File: src/rtl/axi_lite_shadow_regfile.sv
// AXI4-Lite register file with byte strobes, read-only status slots and a
// frame-synchronous shadow copy consumed by the pixel datapath.
module axi_lite_shadow_regfile #(
  parameter int unsigned NUM_REGS   = 16,
  parameter int unsigned ADDR_WIDTH = 8,
  parameter int unsigned NUM_RO     = 2
) (
  input  logic                      aclk,
  input  logic                      aresetn,
  input  logic [ADDR_WIDTH-1:0]     s_axi_lite_awaddr,
  input  logic                      s_axi_lite_awvalid,
  output logic                      s_axi_lite_awready,
  input  logic [31:0]               s_axi_lite_wdata,
  input  logic [3:0]                s_axi_lite_wstrb,
  input  logic                      s_axi_lite_wvalid,
  output logic                      s_axi_lite_wready,
  output logic [1:0]                s_axi_lite_bresp,
  output logic                      s_axi_lite_bvalid,
  input  logic                      s_axi_lite_bready,
  input  logic [ADDR_WIDTH-1:0]     s_axi_lite_araddr,
  input  logic                      s_axi_lite_arvalid,
  output logic                      s_axi_lite_arready,
  output logic [31:0]               s_axi_lite_rdata,
  output logic [1:0]                s_axi_lite_rresp,
  output logic                      s_axi_lite_rvalid,
  input  logic                      s_axi_lite_rready,
  input  logic                      frame_sync,
  input  logic [NUM_RO*32-1:0]      status_in,
  output logic [NUM_REGS*32-1:0]    regs_live,
  output logic [NUM_REGS*32-1:0]    regs_shadow,
  output logic                      update_pending
);

  localparam int unsigned IDX_W  = (NUM_REGS > 1) ? $clog2(NUM_REGS) : 1;
  localparam int unsigned WORD_W = ADDR_WIDTH - 2;
  localparam int unsigned NUM_RW = NUM_REGS - NUM_RO;
  localparam logic [1:0]  RESP_OKAY   = 2'b00;
  localparam logic [1:0]  RESP_SLVERR = 2'b10;

  typedef enum logic [2:0] {W_IDLE, W_WADDR, W_WDATA, W_WRITE, W_RESP} wr_state_e;
  typedef enum logic [1:0] {R_IDLE, R_FETCH, R_DATA} rd_state_e;

  wr_state_e         wr_state, wr_next;
  rd_state_e         rd_state, rd_next;
  logic [WORD_W-1:0] wr_word, rd_word;
  logic [31:0]       wr_data;
  logic [3:0]        wr_strb;
  logic              rd_stage;
  logic              aw_hs, w_hs, ar_hs;
  logic              wr_ok, wr_commit, rd_ok;
  logic [IDX_W-1:0]  wr_idx;
  logic [31:0]       rd_val_c;
  logic              unused_addr_lsbs;

  assign unused_addr_lsbs = ^{s_axi_lite_awaddr[1:0], s_axi_lite_araddr[1:0]};

  assign aw_hs     = s_axi_lite_awvalid && s_axi_lite_awready;
  assign w_hs      = s_axi_lite_wvalid && s_axi_lite_wready;
  assign ar_hs     = s_axi_lite_arvalid && s_axi_lite_arready;
  assign wr_ok     = wr_word < WORD_W'(NUM_RW);
  assign wr_idx    = wr_word[IDX_W-1:0];
  assign wr_commit = (wr_state == W_WRITE) && wr_ok;
  assign rd_ok     = rd_word < WORD_W'(NUM_REGS);

  // Write channel next state
  always_comb begin
    wr_next = wr_state;
    case (wr_state)
      W_IDLE: begin
        if (s_axi_lite_awvalid && s_axi_lite_wvalid) wr_next = W_WRITE;
        else if (s_axi_lite_awvalid)                 wr_next = W_WDATA;
        else if (s_axi_lite_wvalid)                  wr_next = W_WADDR;
      end
      W_WDATA: if (s_axi_lite_wvalid)  wr_next = W_WRITE;
      W_WADDR: if (s_axi_lite_awvalid) wr_next = W_WRITE;
      W_WRITE: wr_next = W_RESP;
      W_RESP:  if (s_axi_lite_bready)  wr_next = W_IDLE;
      default: wr_next = W_IDLE;
    endcase
  end

  // Write channel state, handshake flags and captured transaction
  always_ff @(posedge aclk or negedge aresetn) begin
    if (!aresetn) begin
      wr_state           <= W_IDLE;
      s_axi_lite_awready <= 1'b1;
      s_axi_lite_wready  <= 1'b1;
      s_axi_lite_bvalid  <= 1'b0;
      s_axi_lite_bresp   <= RESP_OKAY;
      wr_word            <= '0;
      wr_data            <= '0;
      wr_strb            <= '0;
    end else begin
      wr_state           <= wr_next;
      s_axi_lite_awready <= (wr_next == W_IDLE) || (wr_next == W_WADDR);
      s_axi_lite_wready  <= (wr_next == W_IDLE) || (wr_next == W_WDATA);
      s_axi_lite_bvalid  <= (wr_next == W_RESP);
      if (aw_hs) wr_word <= s_axi_lite_awaddr[ADDR_WIDTH-1:2];
      if (w_hs) begin
        wr_data <= s_axi_lite_wdata;
        wr_strb <= s_axi_lite_wstrb;
      end
      if (wr_state == W_WRITE) s_axi_lite_bresp <= wr_ok ? RESP_OKAY : RESP_SLVERR;
    end
  end

  // A commit on the same edge as frame_sync stays pending for the next frame
  always_ff @(posedge aclk or negedge aresetn) begin
    if (!aresetn)        update_pending <= 1'b0;
    else if (wr_commit)  update_pending <= 1'b1;
    else if (frame_sync) update_pending <= 1'b0;
  end

  for (genvar i = 0; i < NUM_REGS; i++) begin : g_reg
    if (i < NUM_RW) begin : g_rw
      logic [31:0] live_q, shadow_q;
      always_ff @(posedge aclk or negedge aresetn) begin
        if (!aresetn) begin
          live_q   <= '0;
          shadow_q <= '0;
        end else begin
          if (wr_commit && (wr_idx == IDX_W'(i))) begin
            for (int b = 0; b < 4; b++)
              if (wr_strb[b]) live_q[8*b +: 8] <= wr_data[8*b +: 8];
          end
          if (frame_sync) shadow_q <= live_q;
        end
      end
      assign regs_live[32*i +: 32]   = live_q;
      assign regs_shadow[32*i +: 32] = shadow_q;
    end else begin : g_ro
      assign regs_live[32*i +: 32]   = '0;
      assign regs_shadow[32*i +: 32] = '0;
    end
  end

  // Read source: live RW register or external status slot
  always_comb begin
    rd_val_c = '0;
    for (int i = 0; i < int'(NUM_RW); i++)
      if (rd_word == WORD_W'(i)) rd_val_c = regs_live[32*i +: 32];
    for (int k = 0; k < int'(NUM_RO); k++)
      if (rd_word == WORD_W'(int'(NUM_RW) + k)) rd_val_c = status_in[32*k +: 32];
  end

  // FETCH spans two cycles: sample on the first edge, present on the second
  always_comb begin
    rd_next = rd_state;
    case (rd_state)
      R_IDLE:  if (s_axi_lite_arvalid) rd_next = R_FETCH;
      R_FETCH: if (rd_stage)           rd_next = R_DATA;
      R_DATA:  if (s_axi_lite_rready)  rd_next = R_IDLE;
      default: rd_next = R_IDLE;
    endcase
  end

  always_ff @(posedge aclk or negedge aresetn) begin
    if (!aresetn) begin
      rd_state           <= R_IDLE;
      rd_stage           <= 1'b0;
      rd_word            <= '0;
      s_axi_lite_arready <= 1'b1;
      s_axi_lite_rvalid  <= 1'b0;
      s_axi_lite_rdata   <= '0;
      s_axi_lite_rresp   <= RESP_OKAY;
    end else begin
      rd_state           <= rd_next;
      rd_stage           <= (rd_state == R_FETCH) && !rd_stage;
      s_axi_lite_arready <= (rd_next == R_IDLE);
      s_axi_lite_rvalid  <= (rd_next == R_DATA);
      if (ar_hs) rd_word <= s_axi_lite_araddr[ADDR_WIDTH-1:2];
      if ((rd_state == R_FETCH) && !rd_stage) begin
        s_axi_lite_rdata <= rd_ok ? rd_val_c : 32'h0;
        s_axi_lite_rresp <= rd_ok ? RESP_OKAY : RESP_SLVERR;
      end
    end
  end

endmodule

File: config.mk
export PLATFORM = sky130hd
export DESIGN_NAME = axi_lite_shadow_regfile
export DESIGN_NICKNAME = d
export VERILOG_FILES = /design/src/rtl/axi_lite_shadow_regfile.sv
export SDC_FILE = /design/constraint.sdc
export NUM_CORES = 1
export LEC_CHECK = 0
export ABC_AREA = 1
export BUFFER_PORTS_ARGS = -buffer_cell sky130_fd_sc_hd__buf_2
export CORE_AREA = 5 5 457 459
export CTS_CLUSTER_SIZE = 40
export DETAILED_ROUTE_END_ITERATION = 8
export DIE_AREA = 0 0 462 464
export HOLD_SLACK_MARGIN = 0.1
export PLACE_DENSITY = 0.36
export SLEW_MARGIN = 0
export SYNTH_ARGS = -nofsm -noshare
export SYNTH_HDL_FRONTEND = slang
export SYNTH_SLANG_ARGS = --single-unit
export TNS_END_PERCENT = 10
File: constraint.sdc
create_clock -name aclk -period 5.8 [get_ports aclk]
set_clock_uncertainty 0.1 [all_clocks]
set_input_delay 0.29 -clock aclk [delete_from_list [all_inputs] [get_ports aclk]]
set_output_delay 0.29 -clock aclk [all_outputs]
set_load 0.1 [all_outputs]
==> reports/qor.csv <==
metric,value,unit
outcome,completed,
nNetsFinal,5454,
drt_first_pass_iters,6,
final_common_cell,buf_2,
antenna_left,0,
rrSetupSlack,790,ps
max_slew_margin,15.1,%
critPathKind,reg2reg,
drive_gt1_share,31.3,%
cp-end-kind,flop,
slew_viol_final,0,
crit_chain,nor2_4 > nand3_1 > nor2_4 > buf_4 > nand2_1 > nand2_1 > nand4_1 > nand2_1 > nand3_1 > nand2_1 > nand2_1 > nand2_1 > dlygate4sd3_1 > nand2_1,
track_usage,21.4,%
min_period,5010,ps
fin_ws,791,ps
seq_area_frac_synth,59.7,%
cts.sinks,990,
worst_slew_pin_slew,1270,ps
core,0.204,mm2
drv_cap,0,
path_max_fanout,29,
die_w,462,um
worstPathArrival,5570,ps
clkLatencyLatePin,800,ps
syn_area,0.0415,mm2
crit_required,6360,ps
rows,166,
fin_crit_sh,86.4,%
hold_end,s_axi_lite_rvalid$_DFF_PN0_,
die_area,0.214,mm2
dr.first_iter.drc_count,2874,
htreeDepth,4,
hold_slack,183,ps
grt_pass1_wl,317000,um
layout.cells.non_filler,8128,
cts_max_path_buffers,3,
cp-start-kind,flop,
slowest_stage,nor2_4,
avgSynthCellArea,9.93,um2
ys_ff_latch,990,
netlist_instances,4182,
leakage,28.4,nW
power.density,686,mW/mm2
fmax,200,MHz
vias,35557,
io_pins,1190,
routed_wl,236000,um
setup_tns,0,ps
viasPerCell,4.37,
route.detailed.drc,0,
hold_viol_final,0,
root_buffer,clkbuf_16,
rsz0062_at_grt,false,
final_cell_mix,"1,053 x buf_2, 1,001 x nand2_1, 987 x dfrtp_1",
hold_path.class,in2reg,
dp_cells,7759,
syn2layout_area_growth,32.3,%
io_buffer_count,1055,
min-delay-start,s_axi_lite_rready,
dp_slack,1380,ps
initial_core_util,20.4,%
design_area,0.0549,mm2
rr_startpoint,rd_word[5]$_DFFE_PN0P_,
die_height,464,um
slowest_delay,770,ps
path_common_cell,nand2_1,
dp_hpwl,182000,um
numCtsBuffers,132,
hold_path_depth,3,
dpl-instance-area,0.0492,mm2
wire_per_inst,29.1,um
cts_tree,done,
antenna_found_initial,37,
path_clk_slew,50,ps
reg2reg_to,s_axi_lite_rdata[14]$_DFFE_PN0P_,
gp_congestion,0.822,
grt_pass1_vias,34995,
finalSetupViolations,0,
ir_drop,0.566,mV
grt_max_degree,147,
grt_overflow_total,0,
yosysUniqueCellTypes,30,
rr_worst_depth,14,
synth_warnings,0,
-- state kept, by name, summed over array words and instances, names as in the netlist, 3 cells and up --
| signal | count |
|---|---|
| g.g_rw.live_q | 448 |
| g.g_rw.shadow_q | 448 |
| rd_word | 6 |
| s_axi_lite_rdata | 32 |
| wr_data | 32 |
| wr_state | 3 |
| wr_strb | 4 |
| wr_word | 6 |
-- layout make-up --
cell class                 count  area (um2)
fill                       22042      149000
sequential                   990       24800
multi-input combinational   2690       14100
timing repair buffer        1245        7180
clock buffer                 193        3820
tap                         2688        3360
inverter                     271        1020
clock inverter                39         611
antenna                       12        30.0
-- cells in the mapped netlist, drive strengths merged --
cell type  count  area share, %
inv          269            2.4
nand2       1002            9.1
o21bai         4          0.072
conb           1         0.0090
a21oi        217            2.6
clkinv         2          0.018
or2            1          0.015
o31ai          2          0.036
buf          226            4.0
nor3           9           0.13
dfstp          3           0.19
nor2         302            2.8
nand4        119            1.8
mux2         339            9.2
dfrtp        987             59
nand3         46           0.57
o21ai        518            6.3
clkbuf       134            1.2
o22ai          1          0.015
-- layer usage --
layer	global-route usage, %	vias to the layer above	wire length, um
met1	28.8	18067	105000
met4	4.75	2	5630
met5	0	-	13
met3	4.86	230	15600
li1	-	15794	-
met2	35.1	1464	110000
-- power by group --
part	leakage, nW	internal [W]	total (W)	switching, W
combinational	12.8	0.00232	0.0186	0.0163
clock	2.17	0.00505	0.00851	0.00346
sequential	13.4	0.00859	0.0105	0.00195
total	28.4	0.0160	0.0377	0.0217
-- timing repair --
action / CTS / global route
gates resized for setup: 0 / 0
setup buffers: 0 / 0
endpoints found under the hold margin: 500 / 0
hold buffers: 125 / 0
endpoints found under the setup margin: 0 / 0
-- kinds of logic (layout without fill, tap and decap cells) --
family / Yosys count / in the layout / synth area share, %
and+or+nand+nor: 1479 / 1479 / 14.4
DFF: 990 / 990 / 59.7
AOI/OAI and AO/OA: 742 / 742 / 8.99
buffers and inverters: 631 / 1748 / 7.71
muxes: 339 / 339 / 9.20
other: 1 / 142 / 0.00903
-- worst max-delay path, delay by kind of cell, from the launching register on --
family                 cells  cell delay, ps
AND/OR/NAND/NOR           12            3320
buffers and inverters      2             970
flip-flops                 1             420
-- per-stage QoR --
step | utilization [%] | total power, W
6_report | 26.9 | 0.0377
5_1_grt | 26.9 | 0.0391
4_1_cts | 26.9 | 0.0382
3_5_place_dp | 24.1 | 0.0294
3_3_place_gp | 24.1 | 0.0294
2_1_floorplan | - | 0.0238
-- worst max path at each step --
stage,from,to,cells after the start
final,rd_word[5]$_DFFE_PN0P_,s_axi_lite_rdata[14]$_DFFE_PN0P_,14
after global routing,rd_word[5]$_DFFE_PN0P_,s_axi_lite_rdata[14]$_DFFE_PN0P_,14
after CTS,rd_word[5]$_DFFE_PN0P_,s_axi_lite_rdata[14]$_DFFE_PN0P_,14
after detailed placement,rd_word[1]$_DFFE_PN0P_,s_axi_lite_rdata[30]$_DFFE_PN0P_,15
after global placement,rd_word[1]$_DFFE_PN0P_,s_axi_lite_rdata[30]$_DFFE_PN0P_,15
after floorplan,rd_word[2]$_DFFE_PN0P_,s_axi_lite_rdata[13]$_DFFE_PN0P_,14
No activity file was read; power rests on OpenSTA's default activity.
